===== src/rtl/mips_ctrl_pkg.sv =====
// -----------------------------------------------------------------------------
// mips_ctrl_pkg
// Shared types and encodings for the multicycle MIPS controller: FSM state
// enum, opcode/funct values, ALU control codes and datapath mux encodings.
// -----------------------------------------------------------------------------
package mips_ctrl_pkg;

    typedef enum logic [3:0] {
        StFetch,
        StDecode,
        StMemAdr,
        StMemRead,
        StMemWb,
        StMemWrite,
        StExecute,
        StAluWb,
        StBranch,
        StAddiEx,
        StAddiWb,
        StJump
    } state_t;

    // Opcodes (instruction[31:26])
    localparam logic [5:0] OP_RTYPE = 6'b000000;
    localparam logic [5:0] OP_LW    = 6'b100011;
    localparam logic [5:0] OP_SW    = 6'b101011;
    localparam logic [5:0] OP_BEQ   = 6'b000100;
    localparam logic [5:0] OP_ADDI  = 6'b001000;
    localparam logic [5:0] OP_J     = 6'b000010;

    // R-type funct codes (instruction[5:0])
    localparam logic [5:0] FUNCT_ADD = 6'b100000;
    localparam logic [5:0] FUNCT_SUB = 6'b100010;
    localparam logic [5:0] FUNCT_AND = 6'b100100;
    localparam logic [5:0] FUNCT_OR  = 6'b100101;
    localparam logic [5:0] FUNCT_SLT = 6'b101010;

    // ALU control codes
    localparam logic [2:0] ALU_ADD = 3'b010;
    localparam logic [2:0] ALU_SUB = 3'b110;
    localparam logic [2:0] ALU_AND = 3'b000;
    localparam logic [2:0] ALU_OR  = 3'b001;
    localparam logic [2:0] ALU_SLT = 3'b111;

    // ALU B operand select
    localparam logic [1:0] SRCB_REG     = 2'b00;
    localparam logic [1:0] SRCB_FOUR    = 2'b01;
    localparam logic [1:0] SRCB_IMM     = 2'b10;
    localparam logic [1:0] SRCB_IMM_SH2 = 2'b11;

    // Next-PC select
    localparam logic [1:0] PCSRC_ALU    = 2'b00;
    localparam logic [1:0] PCSRC_ALUOUT = 2'b01;
    localparam logic [1:0] PCSRC_JUMP   = 2'b10;

    // States that stall on the memory handshake.
    function automatic logic is_mem_wait(input state_t s);
        return (s == StFetch) || (s == StMemRead) || (s == StMemWrite);
    endfunction

endpackage


===== src/rtl/mips_multicycle_ctrl_alu_decoder.sv =====
// -----------------------------------------------------------------------------
// mips_alu_decoder
// Combinational R-type funct decode into an ALU control code plus a legality
// flag. Unsupported functs fall back to add so the datapath stays benign.
// Ports:
//   i_funct         instruction[5:0]
//   o_alu_control   ALU operation code
//   o_funct_legal   1 when i_funct is a supported R-type operation
// -----------------------------------------------------------------------------
module mips_alu_decoder
    import mips_ctrl_pkg::*;
(
    input  logic [5:0] i_funct,
    output logic [2:0] o_alu_control,
    output logic       o_funct_legal
);

    always_comb begin
        o_alu_control = ALU_ADD;
        o_funct_legal = 1'b1;
        case (i_funct)
            FUNCT_ADD: o_alu_control = ALU_ADD;
            FUNCT_SUB: o_alu_control = ALU_SUB;
            FUNCT_AND: o_alu_control = ALU_AND;
            FUNCT_OR:  o_alu_control = ALU_OR;
            FUNCT_SLT: o_alu_control = ALU_SLT;
            default: begin
                o_alu_control = ALU_ADD;
                o_funct_legal = 1'b0;
            end
        endcase
    end

endmodule


===== src/rtl/mips_multicycle_ctrl.sv =====
// -----------------------------------------------------------------------------
// mips_multicycle_ctrl
// Moore controller for a multicycle MIPS datapath (shared memory, single ALU).
// Sequences lw/sw/R-type/beq/addi/j over 3-5 cycles and stalls on mem_ready.
// Ports:
//   i_clk, i_rst_n        clock, asynchronous active-low reset
//   i_op, i_funct         instruction fields from the IR
//   i_zero                ALU zero flag (beq)
//   i_mem_ready           memory completed the current access this cycle
//   o_iord .. o_pc_src    datapath selects and write strobes
//   o_alu_control         ALU operation code
//   o_illegal             one-cycle pulse on unsupported op/funct
//   o_mem_err             sticky memory-wait timeout flag
// Parameters:
//   FETCH_TIMEOUT         wait cycles before o_mem_err is raised; 0 disables
// -----------------------------------------------------------------------------
module mips_multicycle_ctrl
    import mips_ctrl_pkg::*;
#(
    parameter int unsigned FETCH_TIMEOUT = 0
) (
    input  logic       i_clk,
    input  logic       i_rst_n,
    input  logic [5:0] i_op,
    input  logic [5:0] i_funct,
    input  logic       i_zero,
    input  logic       i_mem_ready,
    output logic       o_iord,
    output logic       o_mem_write,
    output logic       o_ir_write,
    output logic       o_pc_en,
    output logic       o_reg_dst,
    output logic       o_mem_to_reg,
    output logic       o_reg_write,
    output logic       o_alu_src_a,
    output logic [1:0] o_alu_src_b,
    output logic [1:0] o_pc_src,
    output logic [2:0] o_alu_control,
    output logic       o_illegal,
    output logic       o_mem_err
);

    state_t     r_state;
    logic       r_is_sw;
    logic [2:0] w_funct_alu;
    logic       w_funct_legal;
    logic       w_op_legal;
    logic       w_mem_err;

    mips_alu_decoder u_alu_decoder (
        .i_funct       (i_funct),
        .o_alu_control (w_funct_alu),
        .o_funct_legal (w_funct_legal)
    );

    always_comb begin
        w_op_legal = 1'b0;
        case (i_op)
            OP_LW, OP_SW, OP_RTYPE, OP_BEQ, OP_ADDI, OP_J: w_op_legal = 1'b1;
            default:                                       w_op_legal = 1'b0;
        endcase
    end

    // State sequencing. r_is_sw remembers lw vs sw past DECODE so MEMADR
    // does not depend on the op field.
    always_ff @(posedge i_clk or negedge i_rst_n) begin
        if (!i_rst_n) begin
            r_state <= StFetch;
            r_is_sw <= 1'b0;
        end else begin
            case (r_state)
                StFetch: begin
                    if (i_mem_ready) r_state <= StDecode;
                end
                StDecode: begin
                    r_is_sw <= (i_op == OP_SW);
                    case (i_op)
                        OP_LW, OP_SW: r_state <= StMemAdr;
                        OP_RTYPE:     r_state <= StExecute;
                        OP_BEQ:       r_state <= StBranch;
                        OP_ADDI:      r_state <= StAddiEx;
                        OP_J:         r_state <= StJump;
                        default:      r_state <= StFetch;
                    endcase
                end
                StMemAdr:   r_state <= r_is_sw ? StMemWrite : StMemRead;
                StMemRead: begin
                    if (i_mem_ready) r_state <= StMemWb;
                end
                StMemWrite: begin
                    if (i_mem_ready) r_state <= StFetch;
                end
                StExecute:  r_state <= StAluWb;
                StAddiEx:   r_state <= StAddiWb;
                StMemWb, StAluWb, StBranch, StAddiWb, StJump: r_state <= StFetch;
                default:    r_state <= StFetch;
            endcase
        end
    end

    // Memory-wait watchdog. A stalled wait state never changes state, so
    // clearing whenever we are not stalled equals clearing on state change.
    if (FETCH_TIMEOUT > 0) begin : g_timeout
        localparam int unsigned CntW = $clog2(FETCH_TIMEOUT + 1);
        localparam logic [CntW-1:0] TimeoutVal = CntW'(FETCH_TIMEOUT);

        logic [CntW-1:0] r_wait_cnt;
        logic [CntW-1:0] w_wait_cnt_inc;
        logic            r_mem_err;
        logic            w_stalled;

        assign w_stalled      = is_mem_wait(r_state) && !i_mem_ready;
        assign w_wait_cnt_inc = r_wait_cnt + 1'b1;

        always_ff @(posedge i_clk or negedge i_rst_n) begin
            if (!i_rst_n) begin
                r_wait_cnt <= '0;
                r_mem_err  <= 1'b0;
            end else if (w_stalled) begin
                // Saturate so a long stall cannot wrap the counter.
                if (r_wait_cnt != TimeoutVal) r_wait_cnt <= w_wait_cnt_inc;
                if (w_wait_cnt_inc == TimeoutVal) r_mem_err <= 1'b1;
            end else begin
                r_wait_cnt <= '0;
            end
        end

        assign w_mem_err = r_mem_err;
    end else begin : g_no_timeout
        assign w_mem_err = 1'b0;
    end

    // Outputs decode from state; everything is forced low while in reset so
    // no strobe can glitch out of an abandoned instruction.
    always_comb begin
        o_iord        = 1'b0;
        o_mem_write   = 1'b0;
        o_ir_write    = 1'b0;
        o_pc_en       = 1'b0;
        o_reg_dst     = 1'b0;
        o_mem_to_reg  = 1'b0;
        o_reg_write   = 1'b0;
        o_alu_src_a   = 1'b0;
        o_alu_src_b   = SRCB_REG;
        o_pc_src      = PCSRC_ALU;
        o_alu_control = ALU_AND;
        o_illegal     = 1'b0;
        o_mem_err     = 1'b0;
        if (i_rst_n) begin
            o_mem_err = w_mem_err;
            case (r_state)
                StFetch: begin
                    o_alu_src_b   = SRCB_FOUR;
                    o_alu_control = ALU_ADD;
                    o_ir_write    = i_mem_ready;
                    o_pc_en       = i_mem_ready;
                end
                StDecode: begin
                    // Precompute branch target into ALUOut.
                    o_alu_src_b   = SRCB_IMM_SH2;
                    o_alu_control = ALU_ADD;
                    o_illegal     = !w_op_legal;
                end
                StMemAdr, StAddiEx: begin
                    o_alu_src_a   = 1'b1;
                    o_alu_src_b   = SRCB_IMM;
                    o_alu_control = ALU_ADD;
                end
                StMemRead: begin
                    o_iord = 1'b1;
                end
                StMemWb: begin
                    o_reg_write  = 1'b1;
                    o_mem_to_reg = 1'b1;
                end
                StMemWrite: begin
                    o_iord      = 1'b1;
                    o_mem_write = 1'b1;
                end
                StExecute: begin
                    o_alu_src_a   = 1'b1;
                    o_alu_src_b   = SRCB_REG;
                    o_alu_control = w_funct_alu;
                end
                StAluWb: begin
                    o_reg_dst   = 1'b1;
                    o_reg_write = w_funct_legal;
                    o_illegal   = !w_funct_legal;
                end
                StBranch: begin
                    o_alu_src_a   = 1'b1;
                    o_alu_src_b   = SRCB_REG;
                    o_alu_control = ALU_SUB;
                    o_pc_src      = PCSRC_ALUOUT;
                    o_pc_en       = i_zero;
                end
                StAddiWb: begin
                    o_reg_write = 1'b1;
                end
                StJump: begin
                    o_pc_src = PCSRC_JUMP;
                    o_pc_en  = 1'b1;
                end
                default: ;
            endcase
        end
    end

endmodule


===== config.mk =====
export PLATFORM = sky130hd
export DESIGN_NAME = mips_multicycle_ctrl
export DESIGN_NICKNAME = d
export VERILOG_FILES = /design/src/rtl/mips_ctrl_pkg.sv /design/src/rtl/mips_multicycle_ctrl_alu_decoder.sv /design/src/rtl/mips_multicycle_ctrl.sv
export SDC_FILE = /design/constraint.sdc
export NUM_CORES = 1
export LEC_CHECK = 0
export ABC_CLOCK_PERIOD_IN_PS = 1400
export CAP_MARGIN = 20
export CORE_UTILIZATION = 36
export CTS_CLUSTER_SIZE = 8
export DETAILED_ROUTE_END_ITERATION = 10
export HOLD_SLACK_MARGIN = 0.03
export PLACE_DENSITY = 0.77
export SYNTH_ARGS = -nofsm -noshare
export SYNTH_HDL_FRONTEND = slang
export SYNTH_SLANG_ARGS = --single-unit

===== constraint.sdc =====
create_clock -name i_clk -period 1.4 [get_ports i_clk]
set_input_delay 0.14 -clock i_clk [delete_from_list [all_inputs] [get_ports i_clk]]
set_output_delay 0.14 -clock i_clk [all_outputs]
set_load 0.05 [all_outputs]

==> results of run 1 <==
metrics by stage:
| stage | area (um^2) | worst slack, ns |
|---|---|---|
| floorplan | 888 | -0.180 |
| global placement | 1560 | -0.355 |
| detailed placement | 1560 | -0.410 |
logic make-up after synthesis:
logic type / count (synthesis)
flops: 5
simple gates: 53
other cells: 1
buf+inv: 12
compound gates: 26
xor+xnor: 3
Yosys cell counts, drive strengths merged (2+ instances only):
master	n	area, um^2
nor2	18	67.6
nand2	7	26.3
nor3	7	46.3
inv	6	22.5
a21oi	5	25.0
dfrtp	5	125
nand2b	5	31.3
o21ai	5	25.0
clkbuf	4	15.0
nor4	4	25.0
nand3	3	15.0
nor2b	3	18.8
a211oi	2	15.0
a31oi	2	12.5
and3	2	12.5
buf	2	18.8
o311ai	2	17.5
o32ai	2	17.5
xor2	2	17.5
==> flow_summary.ini, run 1 <==
[synth]
postSynthCellCount = 100
synth_edf_count = 0
mappedNetlistNets = 116
synth_simple_gate_area_share_pct = 41.6
synth.area.mux_share_pct = 0
synth.yosys.seq_area_share_pct = 18.7
synth.ff_latch_count = 5
synth-main-ff-cell = dfrtp_1
synthAdderAreaFrac_pct = 0
yosys.area_share.xor_xnor_pct = 3.92
syn_area_per_cell_um2 = 6.71
netlist-cell-type-count = 35
netlist_area_um2 = 671
ys_warn_count = 0
synth_top_family_by_area = simple AND/OR/NAND/NOR gates
async_flop_share_pct = 100
synth_compound_area_share_pct = 26.9

[clock_network]
clockRootBuffer = clkbuf_4
clock_sinks = 5
htreeDepth = 1
ctsHoldBuffers = 1
cts_setup_buffers = 11
clk_path_buf_depth = 2
cts_resized = 47
cts_buffers = 3

[floorplanning]
start_util_pct = 38.4
rows = 15
die_h_um = 45.2
fp.dieW_um = 45.2
ios = 33

[placement]
portBuffers = 31
hpwl_um = 2500
gp_congestion = 0.835
dp_cells = 181

[outcome]
firstError = [ERROR DPL-0038] Utilization greater than 100%, impossible to legalize
lastStage = 4_1_cts
outcome = aborted with a tool error
==> run 2, diff against run 1 <==
--- a/config.mk
+++ b/config.mk
@@ -5,13 +5,12 @@
 export SDC_FILE = /design/constraint.sdc
 export NUM_CORES = 1
 export LEC_CHECK = 0
-export ABC_CLOCK_PERIOD_IN_PS = 1400
+export ABC_CLOCK_PERIOD_IN_PS = 1800
 export CAP_MARGIN = 20
-export CORE_UTILIZATION = 36
-export CTS_CLUSTER_SIZE = 8
+export CORE_AREA = 2 2 63 65
 export DETAILED_ROUTE_END_ITERATION = 10
-export HOLD_SLACK_MARGIN = 0.03
-export PLACE_DENSITY = 0.77
+export DIE_AREA = 0 0 65 67
+export PLACE_DENSITY_LB_ADDON = 0.15
 export SYNTH_ARGS = -nofsm -noshare
 export SYNTH_HDL_FRONTEND = slang
 export SYNTH_SLANG_ARGS = --single-unit
==> constraint.sdc (replaced) <==
create_clock -name i_clk -period 1.8 [get_ports i_clk]
set_input_delay 0.18 -clock i_clk [delete_from_list [all_inputs] [get_ports i_clk]]
set_output_delay 0.18 -clock i_clk [all_outputs]
set_load 0.05 [all_outputs]
==> run 2 against run 1 <==
Synthesized cell count unchanged. Area after synthesis unchanged. The flow now finishes, with violations (setup timing).
==> flow_summary.ini, run 2 <==
[sta]
skew_ns = 0.00378
slew_violations = 0
period_share_pct = 102
setup_viol = 1
slew_headroom_pct = 65.6
timing.fmax_mhz = 542
rsz0062_at_grt = true
setup_ws_ns = -0.0440
fin_setup_tns_ns = -0.0440
worstMarginPinSlew_ns = 0.510
finalHoldViolCount = 0
min_period_ns = 1.84

[cells_and_area]
nets = 166
finalNonFillerCells = 197
diodes = 0
fillers = 372
final_cell_mix = 17 x buf_4, 15 x buf_12, 14 x clkdlybuf4s50_1
drive_gt1_share_pct = 43.0
reg_top3 = r_state: 4 flops, r_is_sw: 1 flops
largest-register = r_state
mostFrequentLayoutCell = buf_4
areaGrowthSynthToFinish_pct = 130
largest_register_ffs = 4

[clock_network]
clk_path_buf_depth = 2
clock_latency_ns = 0.22
cts_tree = yes
ctsHoldBuffers = 0
htreeDepth = 1
clockRootBuffer = clkbuf_8
clk_pin_slew_worst_paths_ns = 0.04
clock_sinks = 5
cts_buffers = 3

[drt]
drt-pass1-iter-count = 3
drtIter0Drc = 17
route.detailed.drc = 0
ant_nets = 0
wirelength_um = 2380
vias = 925
viasPerCell = 4.70
wl_per_cell_um = 12.1

[flow_run]
drv_cap = 0

[worst_setup_path]
critPathArrivalTime_ns = 1.66
end_kind = output pin
required_ns = 1.62
worstPathMaxFanout = 2
critPathKind = flop to output pin
start_kind = flop

[synth]
yosys.area.top_type = dfrtp_1
synth-main-ff-cell = dfrtp_1
ys_warn_count = 0
synth.yosys.seq_area_share_pct = 18.7
yosys-top-cells-area = dfrtp_1 19%, nor2_1 10%, nand2b_1 4.7%
synth.most_common_cell = nor2_1
netlist-cell-type-count = 35
syn_area_per_cell_um2 = 6.71
netlist_top_cells_count = 18 x nor2_1, 7 x nand2_1, 6 x inv_1, 6 x nor3_1
synth.ff_latch_count = 5
mappedNetlistNets = 116
postSynthCellCount = 100
netlist_area_um2 = 671
synthDominantCellAreaShare_pct = 18.7
synth_edf_count = 0
async_flop_share_pct = 100

[pwr]
switching_share_pct = 47.8
sequentialPowerShare_pct = 10.0
clock_power_share_pct = 12.8
ir_drop_uv = 416
power.switching_w = 0.000754
p_leak_nw = 0.577
power_density_nw_per_um2 = 1020
p_int_w = 0.000825
combPwrFrac_pct = 77.2

[grt]
grt_max_degree = 19
antenna_found_initial = 0
grt_overflow_total = 0
grt_pass1_vias = 904
grt_pass1_wl_um = 3990
grt_use_total_pct = 11.6

[placement]
portBuffers = 31
hpwl_um = 1990
dp_cells = 193
gp_congestion = 0.878

[floorplanning]
die_h_um = 67
fp.dieW_um = 65
rows = 22
ios = 33
core_um2 = 3610
start_util_pct = 18.6
die-area_um2 = 4360

[outcome]
violations = setup timing
outcome = finished, violations left

[min_path]
min_path_type = input pin to asynchronous set/reset pin
[run 2: cell counts after synthesis]
No cell type changed its count.
[run 2: cell families (layout without fill, tap and decap cells)]
kind of cell | after synthesis | count (layout) | share of synthesized area (%)
AND/OR/NAND/NOR | 53 | 53 | 41.6
AO/OA/AOI/OAI | 26 | 26 | 26.9
buffers and inverters | 12 | 61 | 8.39
flip-flops | 5 | 5 | 18.7
XOR/XNOR | 3 | 3 | 3.92
other | 1 | 1 | 0.559
[run 2: timing repair]
| item | 4_1_cts | 5_1_grt |
|---|---|---|
| hold endpoints to repair | 0 | 0 |
| setup endpoints to repair | 5 | 11 |
| cloned | 0 | 0 |
| setup buffers | 1 | 1 |
| pin swaps | 4 | 8 |
| resized for setup | 14 | 16 |
[run 2: power by group through the flow]
stage	Clock, W	Sequential, W	Combinational [W]
2_1_floorplan	0	0.000160	0.000611
3_3_place_gp	0	0.000155	0.00106
3_5_place_dp	0	0.000156	0.00107
4_1_cts	0.000209	0.000155	0.00114
5_1_grt	0.000219	0.000161	0.00130
6_report	0.000202	0.000157	0.00122
[run 2: layer usage]
layer	routed length (um)	vias to the layer above	track usage, %	part of all wire (%)
met4	21	0	2.39	0.88
met2	1190	23	20.6	50
met5	0	-	0	0
met1	1040	433	13.4	44
met3	128	2	4.05	5.4
li1	-	467	-	-
[run 2: layout make-up]
class,instances,area [um^2],area share (%)
Multi-Input combinational cell,83,664,43.0
Inverter,6,25.0,1.62
Tap cell,48,60.1,3.89
Sequential cell,5,125,8.10
Timing Repair Buffer,51,626,40.5
Clock buffer,4,45.0,2.91
[run 2: final timing paths]
kind | slack, ns | to | cells past startpoint | start
max in group asynchronous | 1.61 | r_state[3] | 2 | i_rst_n
worst max register to register | 0.12 | r_state[1] | 5 | r_state[2]
worst min-delay path | 0.08 | r_state[1] | 2 | i_rst_n
min in group i_clk | 0.54 | r_is_sw | 1 | r_is_sw
worst min register to register | 0.54 | r_is_sw | 1 | r_is_sw
worst max-delay path | -0.04 | o_illegal | 5 | r_state[2]
[run 2: stage by stage]
step           util (%)  hold slack, ns  setup WS [ns]  power, W  cell area (um^2)
2_1_floorplan         -          -0.116         -0.243  0.000771               733
3_3_place_gp       37.9           0.534         -0.191   0.00122              1370
3_5_place_dp       37.9           0.528         -0.243   0.00123              1370
4_1_cts            40.9           0.436        -0.0740   0.00150              1480
5_1_grt            42.9          0.0982         -0.106   0.00168              1550
6_report           42.9          0.0825        -0.0440   0.00158              1550
[run 2: worst max-delay path, cell delays in order (launching register included)]
cell,delay [ns]
dfrtp_1,0.38
or4b_4,0.56
nor2_4,0.12
o311ai_4,0.11
o31ai_4,0.08
buf_6,0.19
(Power assumes the default switching activity.)
==> run 3, diff against run 2 <==
--- a/config.mk
+++ b/config.mk
@@ -11,6 +11,7 @@
 export DETAILED_ROUTE_END_ITERATION = 10
 export DIE_AREA = 0 0 65 67
 export PLACE_DENSITY_LB_ADDON = 0.15
+export SETUP_SLACK_MARGIN = 0.4
 export SYNTH_ARGS = -nofsm -noshare
 export SYNTH_HDL_FRONTEND = slang
 export SYNTH_SLANG_ARGS = --single-unit
==> run 3 against run 2 <==
The flow still finishes with violations (setup timing). Power rose by 21%. Via count is 7.9% higher. Combinational power increased by 27%. Wire length is 21% higher. Utilization grew 10 points. Highest routed layer unchanged.
==> flow_summary.ini, run 3 (synthesized netlist as in run 2, its figures left out) <==
[pwr]
ir_drop_uv = 378
p_leak_nw = 0.741
power_density_nw_per_um2 = 995

[sta]
finalHoldViolCount = 0
slew_violations = 0
setup_ws_ns = -0.0416
rsz0062_at_grt = true
min_period_ns = 1.84
timing.fmax_mhz = 543
setup_viol = 2
skew_ns = 0.00338
period_share_pct = 102
fin_setup_tns_ns = -0.0574

[drt]
route.detailed.drc = 0
viasPerCell = 4.75
wirelength_um = 2870
drtIter0Drc = 18
drt-pass1-iter-count = 4
ant_nets = 0
vias = 998
wl_per_cell_um = 13.7

[worst_setup_path]
worstPathMaxFanout = 2
end_kind = output pin
critPathKind = flop to output pin
critPathArrivalTime_ns = 1.66
required_ns = 1.62
start_kind = flop

[clock_network]
cts_buffers = 3
clk_pin_slew_worst_paths_ns = 0.04
cts_tree = yes
clk_path_buf_depth = 2
clock_sinks = 5
clockRootBuffer = clkbuf_8
htreeDepth = 1
clock_latency_ns = 0.22

[cells_and_area]
design_area_um2 = 1920
largest-register = r_state
largest_register_ffs = 4
final_cell_mix = 21 x buf_4, 17 x buf_12, 9 x nor2_1, 9 x buf_6, 8 x clkdlybuf4s50_1
nets = 179
diodes = 0
areaGrowthSynthToFinish_pct = 187
reg_top3 = r_state: 4 flops, r_is_sw: 1 flops
finalNonFillerCells = 210
fillers = 325
mostFrequentLayoutCell = buf_4
drive_gt1_share_pct = 64.8
utilization_pct = 53.3

[floorplanning]
core_um2 = 3610
start_util_pct = 18.6
fp.dieW_um = 65
ios = 33
die-area_um2 = 4360
rows = 22
die_h_um = 67

[placement]
placed_cell_area_um2 = 1520
hpwl_um = 2070
gp_congestion = 0.864
pre_cts_slack_ns = -0.121
dp_cells = 190
portBuffers = 31

[outcome]
violations = setup timing
outcome = finished, violations left

[flow_run]
drv_cap = 0

[min_path]
min_path_type = input pin to asynchronous set/reset pin

[grt]
antenna_found_initial = 0
grt_max_degree = 15
grt_overflow_total = 0
grt_use_total_pct = 13.3
grt_pass1_vias = 992
grt_pass1_wl_um = 4550
[run 3: cell types whose count changed in the layout (fill, tap and decap cells not counted), sizes merged]
| cell | delta |
|---|---|
| clkdlybuf4s50 | -6 |
| dlymetal6s2s | +1 |
| dlygate4sd2 | +5 |
| buf | +13 |
[run 3: what timing repair did]
action	CTS	global route
endpoints found under the setup margin	20	20
hold buffers	0	0
pin swaps	16	7
buffers inserted	14	2
gates resized for setup	53	10
[run 3: where the power goes]
group | switching [W] | internal, W
logic | 0.000848 | 0.000701
registers | 0.0000172 | 0.000141
clock network | 0.0000550 | 0.000152
total | 0.000920 | 0.000994
[run 3: final cells by class]
cell class	instances	area (um^2)	area share, %
Clock buffer	4	45.0	2.34
Inverter	6	32.5	1.69
Multi-Input combinational cell	83	882	45.9
Sequential cell	5	125	6.51
Tap cell	48	60.1	3.12
Timing Repair Buffer	64	778	40.5
[run 3: critical path, cell delays in order (launching register included)]
cell	delay (ns)
dfrtp_1	0.37
or4b_4	0.56
nor2_4	0.11
o311ai_2	0.13
o31ai_4	0.10
buf_12	0.17
[run 3: worst paths after layout]
kind                            start         end  slack, ns  cells after the start
min reg2reg                   r_is_sw     r_is_sw       0.54                      1
max reg2reg                r_state[1]  r_state[2]       0.10                      6
min                           i_rst_n  r_state[0]       0.08                      2
max in group asynchronous     i_rst_n     r_is_sw       1.55                      2
min in group i_clk            i_op[3]     r_is_sw       0.48                      3
max                        r_state[1]   o_illegal      -0.04                      5
[run 3: layer usage]
layer / vias to the layer above / routed length [um] / GRT usage (%)
li1: 490 / - / -
met1: 484 / 1180 / 15.0
met2: 20 / 1590 / 26.4
met3: 4 / 71 / 1.18
met4: 0 / 34 / 3.19
met5: - / 0 / 0
[run 3: metrics by stage]
stage                     power (W)  hold WS, ns
after global placement      0.00139        0.515
after floorplan            0.000987       -0.116
after global routing        0.00201        0.108
final                       0.00191       0.0801
after detailed placement    0.00140        0.517
after CTS                   0.00186       0.0839
==> run 4, diff against run 3 <==
--- a/config.mk
+++ b/config.mk
@@ -10,6 +10,7 @@
 export CORE_AREA = 2 2 63 65
 export DETAILED_ROUTE_END_ITERATION = 10
 export DIE_AREA = 0 0 65 67
+export MAX_ROUTING_LAYER = met4
 export PLACE_DENSITY_LB_ADDON = 0.15
 export SETUP_SLACK_MARGIN = 0.4
 export SYNTH_ARGS = -nofsm -noshare
==> run 4 against run 3 <==
The run still ends with setup timing left. Largest power group unchanged. Fmax fell by 0.12%. Via count down 0.10%. Power barely moved. Critical endpoint unchanged. Cell count is the same. Cell area is the same.
==> flow_summary.ini, run 4 (synthesized netlist as in run 2, its figures left out) <==
[worst_setup_path]
critPathMaxStageDelay_ns = 0.56
required_ns = 1.62
crit_chain = or4b_4 -> nor2_4 -> o311ai_2 -> o31ai_4 -> buf_12
r2r_setup_slack_ns = 0.10
worstPathMaxFanout = 2
critPathArrivalTime_ns = 1.66
start_kind = flop
r2r_cells = 6
cp_slowest_cell = or4b_4
rr_endpoint = r_state[2]
reg2reg_from = r_state[1]
end_kind = output pin
critPathKind = flop to output pin

[pwr]
switching_share_pct = 48.0
power_density_nw_per_um2 = 994
clock_power_share_pct = 10.8
combPwrFrac_pct = 80.9
p_int_w = 0.000994
p_leak_nw = 0.741
power.switching_w = 0.000919
ir_drop_uv = 377
sequentialPowerShare_pct = 8.3

[sta]
slew_violations = 0
setup_ws_ns = -0.0439
timing.fmax_mhz = 542
rsz0062_at_grt = true
min_period_ns = 1.84
finalHoldViolCount = 0
skew_ns = 0.00338
period_share_pct = 102
setup_viol = 2

[drt]
route.detailed.drc = 0
vias = 997
drtIter0Drc = 18
drt-pass1-iter-count = 4
wirelength_um = 2870
ant_nets = 0
wl_per_cell_um = 13.7
viasPerCell = 4.75

[clock_network]
cts_tree = yes
htreeDepth = 1
clock_sinks = 5
clk_pin_slew_worst_paths_ns = 0.04
clk_path_buf_depth = 2
clockRootBuffer = clkbuf_8
cts_buffers = 3
clock_latency_ns = 0.22

[floorplanning]
ios = 33
die-area_um2 = 4360
die_h_um = 67
start_util_pct = 18.6
rows = 22
core_um2 = 3610
fp.dieW_um = 65

[grt]
grt_use_total_pct = 13.6
grt_pass1_wl_um = 4550
grt_max_degree = 15
grt_overflow_total = 0
grt_pass1_vias = 991
antenna_found_initial = 0

[outcome]
violations = setup timing
outcome = finished, violations left

[cells_and_area]
areaGrowthSynthToFinish_pct = 187
multi_input_area_um2 = 882
nets = 179
largest-register = r_state
regArea_um2 = 125
reg_top3 = r_state: 4 flops, r_is_sw: 1 flops
fillers = 325
final_cell_mix = 21 x buf_4, 17 x buf_12, 9 x nor2_1, 9 x buf_6, 8 x clkdlybuf4s50_1
diodes = 0
mostFrequentLayoutCell = buf_4
drive_gt1_share_pct = 64.8
largest_register_ffs = 4
utilization_pct = 53.3

[placement]
pre_cts_slack_ns = -0.121
portBuffers = 31
hpwl_um = 2070
gp_congestion = 0.878

[flow_run]
drv_cap = 0

[min_path]
min_path_type = input pin to asynchronous set/reset pin
[run 4: cell counts in the layout (fill, tap and decap cells not counted)]
No cell type changed its count.
[run 4: what timing repair did]
action,in CTS,in global routing
endpoints found under the setup margin,20,20
buffers inserted,14,2
hold buffers,0,0
pin swaps,16,7
gates resized for setup,53,10
[run 4: worst max-delay path by stage]
stage / slack [ns] / startpoint / to
6_report: -0.04 / r_state[1] / o_illegal
4_1_cts: -0.06 / r_state[1] / o_illegal
2_1_floorplan: 0.18 / r_state[2] / o_illegal
5_1_grt: -0.09 / r_state[3] / o_illegal
3_5_place_dp: -0.12 / i_op[1] / o_illegal
3_3_place_gp: -0.07 / i_op[1] / o_illegal
[run 4: worst max-delay path: cells and delay by family (launching register included)]
family                 cells  cell delay, ns
flip-flops                 1            0.37
buffers and inverters      1            0.17
AND/OR/NAND/NOR            2            0.67
AO/OA/AOI/OAI              2            0.23
[run 4: cell type report]
class                   count  area share, %
well taps                  48           3.12
clock buffers               4           2.34
repair buffers             64           40.5
multi-input cells          83           45.9
inverters                   6           1.69
flip-flops and latches      5           6.51
[run 4: routing by layer]
metal | share of wire, % | GRT usage (%)
met5 | 0 | -
met3 | 2.1 | 1.01
met1 | 41 | 15.1
met4 | 1.2 | 3.19
met2 | 56 | 26.4
[run 4: power by group through the flow]
stage	logic [W]	registers, W	clock network [W]
floorplan	0.000824	0.000163	0
global placement	0.00124	0.000158	0
detailed placement	0.00124	0.000158	0
CTS	0.00149	0.000158	0.000210
global route	0.00163	0.000161	0.000220
finish	0.00155	0.000158	0.000207
[run 4: metrics by stage]
| step | power, W | std cells | setup TNS, ns | area, um^2 | hold slack (ns) |
|---|---|---|---|---|---|
| finish | 0.00191 | 210 | -0.0585 | 1920 | 0.0801 |
| global route | 0.00201 | 210 | -0.182 | 1920 | 0.108 |
| CTS | 0.00186 | 208 | -0.0551 | 1860 | 0.0839 |
| detailed placement | 0.00140 | 190 | -0.121 | 1520 | 0.517 |
| global placement | 0.00139 | 190 | -0.0736 | 1520 | 0.515 |
| floorplan | 0.000987 | 100 | 0 | 920 | -0.116 |
==> variant 1, RTL diff (flow settings as in run 2) <==
Register the output `o_mem_err`, cleared by the reset; this adds one clock of latency there. The other outputs are not delayed to match. Comments in the files are not updated.
--- a/src/rtl/mips_multicycle_ctrl.sv
+++ b/src/rtl/mips_multicycle_ctrl.sv
@@ -40,6 +40,8 @@
     output logic       o_mem_err
 );
 
+    logic o_mem_err_d;
+
     state_t     r_state;
     logic       r_is_sw;
     logic [2:0] w_funct_alu;
@@ -145,9 +147,9 @@
         o_pc_src      = PCSRC_ALU;
         o_alu_control = ALU_AND;
         o_illegal     = 1'b0;
-        o_mem_err     = 1'b0;
+        o_mem_err_d   = 1'b0;
         if (i_rst_n) begin
-            o_mem_err = w_mem_err;
+            o_mem_err_d = w_mem_err;
             case (r_state)
                 StFetch: begin
                     o_alu_src_b   = SRCB_FOUR;
@@ -206,5 +208,13 @@
         end
     end
 
+    always_ff @(posedge i_clk or negedge i_rst_n) begin
+        if (!i_rst_n) begin
+            o_mem_err <= '0;
+        end else begin
+            o_mem_err <= o_mem_err_d;
+        end
+    end
+
 endmodule
 
Behaviour: unchanged (equiv_simple and equiv_induct, registers matched by name and starting in step).
==> variant 1 against run 2 <==
The flow still finishes with violations (setup timing); worst setup slack gained 0.036 ns; register-to-register slack improved by 0.32 ns; synthesized area grew 0.93%; critical endpoint is now o_alu_control[2]; final area down 5.4%; largest power group unchanged; clock skew is 0.00070 ns lower; sequential power rose by 17%; routed wire length rose by 3.9%; sequential cell count stayed put; worst hold slack gained 0.47 ns; maximum frequency increased by 2.0%; total power shrank 9.7%.
==> variant 1: results (changes against run 2) <==
Drt
  • DR WL met3: 127 um (-0.78%)
  • 1st-pass router iterations: 4 (+1)

Cells and area
  • Final clock-cell share: 3.08% (+0.17 points)
  • Inverter count: 7 (+1)
  • Fraction of area in multi-input gates: 38.2% (-4.8 points)

Setup path
  • Reg2Reg Depth: 6 (+1)
  • CP peak stage delay: 0.46 ns (-0.10 ns)
  • Critical Path AT: 1.63 ns (-0.03 ns)

STA
  • Finish-stage setup viols: 1 (unchanged)
  • Worst Skew: 0.00308 ns (-0.000699 ns)
  • Final worst slack: -0.00850 ns (+0.0355 ns)

Place
  • HPWL Detailed: 1940 um (-2.4%)
  • Post-placement cell area: 1300 um^2 (-4.7%)
  • Placer Congestion: 0.721 (-18%)

Synth
  • Post-synthesis mux area share: 3.14% (+3.1 points)
  • Post-synthesis sequential area ratio: 18.5% (-0.17 points)
  • Most frequent cells after synthesis: a21oi_1, nor2_1, inv_1, nand2b_1, nor3_1
  • XOR/XNOR Fraction of Synth Area: 3.88% (-0.036 points)

Global routing
  • Vias in the first global route: 894 (-1.1%)
  • M1 GR Usage: 13.2% (-0.23 points)
  • Met3 GRT Util: 2.20% (-1.9 points)

Power and ir drop
  • Power Density: 975 nW/um^2 (-4.6%)

Run status
  • Violated checks: setup timing
  • Status: finished, violations left

Clock tree
  • Setup bufs post-CTS: 0 (-1)
  • CTS resizes: 4 (-10)
[variant 1: how the worst max path moves through the flow]
stage	cells after the start	from	slack, ns	to
CTS	5	r_state[3]	-0.02	o_alu_control[2]
global route	5	r_state[3]	-0.07	o_alu_control[2]
detailed placement	6	i_rst_n	-0.05	o_alu_control[2]
floorplan	4	r_state[1]	-0.06	o_illegal
finish	5	r_state[3]	-0.009	o_alu_control[2]
global placement	6	i_rst_n	-0.05	o_alu_control[2]
[variant 1: per-stage QoR]
| step | utilization (%) | setup slack [ns] | TNS [ns] |
|---|---|---|---|
| after CTS | 37.8 | -0.0232 | -0.0344 |
| after floorplan | - | -0.0607 | -0.0864 |
| after global routing | 40.5 | -0.0708 | -0.219 |
| after detailed placement | 36.2 | -0.0542 | -0.0786 |
| final | 40.5 | -0.00850 | -0.00850 |
| after global placement | 36.2 | -0.0492 | -0.0659 |
[variant 1: tightest hold or removal path: cells and delay by family]
kind,cells,cell delay [ns]
buffers and inverters,3,0.96
==> variant 2, RTL diff (config.mk and constraints of run 2) <==
Without the edit above. Reset style: synchronous (`i_rst_n`), changed in 2 clocked blocks. Comments in the files are not updated.
--- a/src/rtl/mips_multicycle_ctrl.sv
+++ b/src/rtl/mips_multicycle_ctrl.sv
@@ -63,7 +63,7 @@
 
     // State sequencing. r_is_sw remembers lw vs sw past DECODE so MEMADR
     // does not depend on the op field.
-    always_ff @(posedge i_clk or negedge i_rst_n) begin
+    always_ff @(posedge i_clk) begin
         if (!i_rst_n) begin
             r_state <= StFetch;
             r_is_sw <= 1'b0;
@@ -112,7 +112,7 @@
         assign w_stalled      = is_mem_wait(r_state) && !i_mem_ready;
         assign w_wait_cnt_inc = r_wait_cnt + 1'b1;
 
-        always_ff @(posedge i_clk or negedge i_rst_n) begin
+        always_ff @(posedge i_clk) begin
             if (!i_rst_n) begin
                 r_wait_cnt <= '0;
                 r_mem_err  <= 1'b0;
Formal check against the unedited RTL: no difference found for any inputs over 10 cycles, from zero or initial values and one cycle with i_rst_n low; that may be too few to reach the edited logic, so the function may still have changed.
==> variant 2 against run 2 <==
Synthesized area rose by 4.5%; worst setup slack improved by 0.098 ns; routed wire length rose by 4.8%; non-clock buffer count fell by 2; critical path depth rose by 1; sequential cell count did not move; count of clock-buffer cells in the layout did not move; final area fell by 8.0%; global-route usage rose by 0.97 points.
Power is not compared: it rests on default switching activity, and its combinational part moved more than twofold at a synthesized area within 25%.
==> variant 2: results (changes against run 2) <==
Run status
  • Status: finished, final reports clean

Global routing
  • Global-route wire length before repair: 4170 um (+4.7%)
  • Gr usage total: 12.6% (+0.97 points)
  • Initial antenna violation count: 0 (unchanged)
  • Vias in the first global route: 954 (+5.5%)
  • Largest net degree at the start of global routing: 13 (-6)

Drt
  • Initial DRC Count: 14 (-3)
  • Via count: 889 (-3.9%)
  • 1st-pass router iterations: 4 (+1)
  • Total Wirelength: 2500 um (+4.8%)

Cells and area
  • Final #Nets: 164 (-1.2%)
  • Share of layout cells above drive strength 1: 40.8% (-2.1 points)
  • Fillers: 380 (+2.2%)

Power and ir drop
  • Leak: 0.556 nW

Synth
  • Post-synthesis sequential area ratio: 14.3% (-4.4 points)
  • Predominant post-synthesis flop cell: dfxtp_1
  • Yosys warnings: 0 (unchanged)
  • Yosys cell types: 40 (+14%)
  • Async SR Flop Fraction: 0% (-100 points)
  • Syn_nets: 117 (+0.86%)
  • Area contributors post-synth: dfxtp_1, nand2b_1, nor2_1
  • Most frequent cells after synthesis: nor2_1, a21oi_1, nand2b_1, nand3_1, nor3_1

Hold path
  • Min-delay worst type: in2reg

Setup path
  • Critical Path AT: 1.57 ns (-0.09 ns)
  • Peak fanout along the critical path: 3 (+1)

STA
  • Worst Skew: 0.00247 ns (-0.00130 ns)
  • Finish-stage setup viols: 0 (-1)

Place
  • I/O Buffers: 31 (unchanged)
  • Placer Congestion: 0.726 (-17%)
  • HPWL Detailed: 2040 um (+2.5%)
  • Post-placement cell area: 1320 um^2 (-3.2%)

Clock tree
  • Worst-Skew Late Latency: 0.23 ns
-- variant 2: changes by cell type after synthesis, sizes merged, moves of 4 or more --
cell / before / now
buf: 2 / 6
dfrtp: 5 / 0
dfxtp: 0 / 5
nand3: 3 / 7
nor2: 18 / 11
-- variant 2: final cells by class --
cell class	count	area, um^2	area share, %
Clock buffer	4	45.0	3.17
Inverter	5	18.8	1.32
Multi-Input combinational cell	84	581	40.8
Sequential cell	5	108	7.57
Tap cell	48	60.1	4.23
Timing Repair Buffer	49	609	42.9
-- variant 2: worst paths after layout --
check,startpoint,to,slack (ns),cells after the start
worst max register to register,r_state[2],r_state[0],0.54,5
worst max-delay path,i_funct[4],o_alu_control[2],0.05,6
worst min register to register,r_state[0],r_state[3],0.52,2
worst min-delay path,i_op[5],r_state[3],0.48,5
-- variant 2: through the flow --
stage,setup WS [ns],setup TNS [ns],cells
after floorplan,-0.162,-0.243,101
after global placement,-0.00556,-0.00556,190
after detailed placement,-0.0134,-0.0134,190
after CTS,0.00201,0,195
after global routing,0.00157,0,195
final,0.0544,0,195
-- variant 2: layer usage --
metal | global-route usage, % | up-vias | part of all wire [%]
met2 | 23.5 | 11 | 56
met1 | 13.4 | 416 | 39
li1 | - | 457 | -
met3 | 1.86 | 5 | 2.5
met5 | 0 | - | 0
met4 | 7.18 | 0 | 2.4
-- variant 2: critical path, stage by stage --
cell             delay [ns]
clkdlybuf4s50_1        0.39
and2b_2                0.23
nand3_1                0.09
o31a_1                 0.26
nor3b_2                0.23
buf_12                 0.17
-- variant 2: power breakdown --
part / internal [mW] / switching (mW) / total [mW]
Sequential: 0.114 / 0.00648 / 0.120
Combinational: 0.111 / 0.114 / 0.225
Clock: 0.153 / 0.0659 / 0.219
Total: 0.378 / 0.186 / 0.564
-- variant 2: logic make-up after synthesis --
kind of cell	synth area share (%)
compound gates	27.5
xor+xnor	3.57
buf+inv	10.4
flops	14.3
mux	2.86
other cells	0.535
simple gates	40.9
-- variant 2: repair_timing --
| item | CTS | global route |
|---|---|---|
| endpoints found under the setup margin | 7 | 9 |
| pin swaps | 3 | 4 |
| setup buffers | 1 | 0 |
| resized for setup | 4 | 12 |
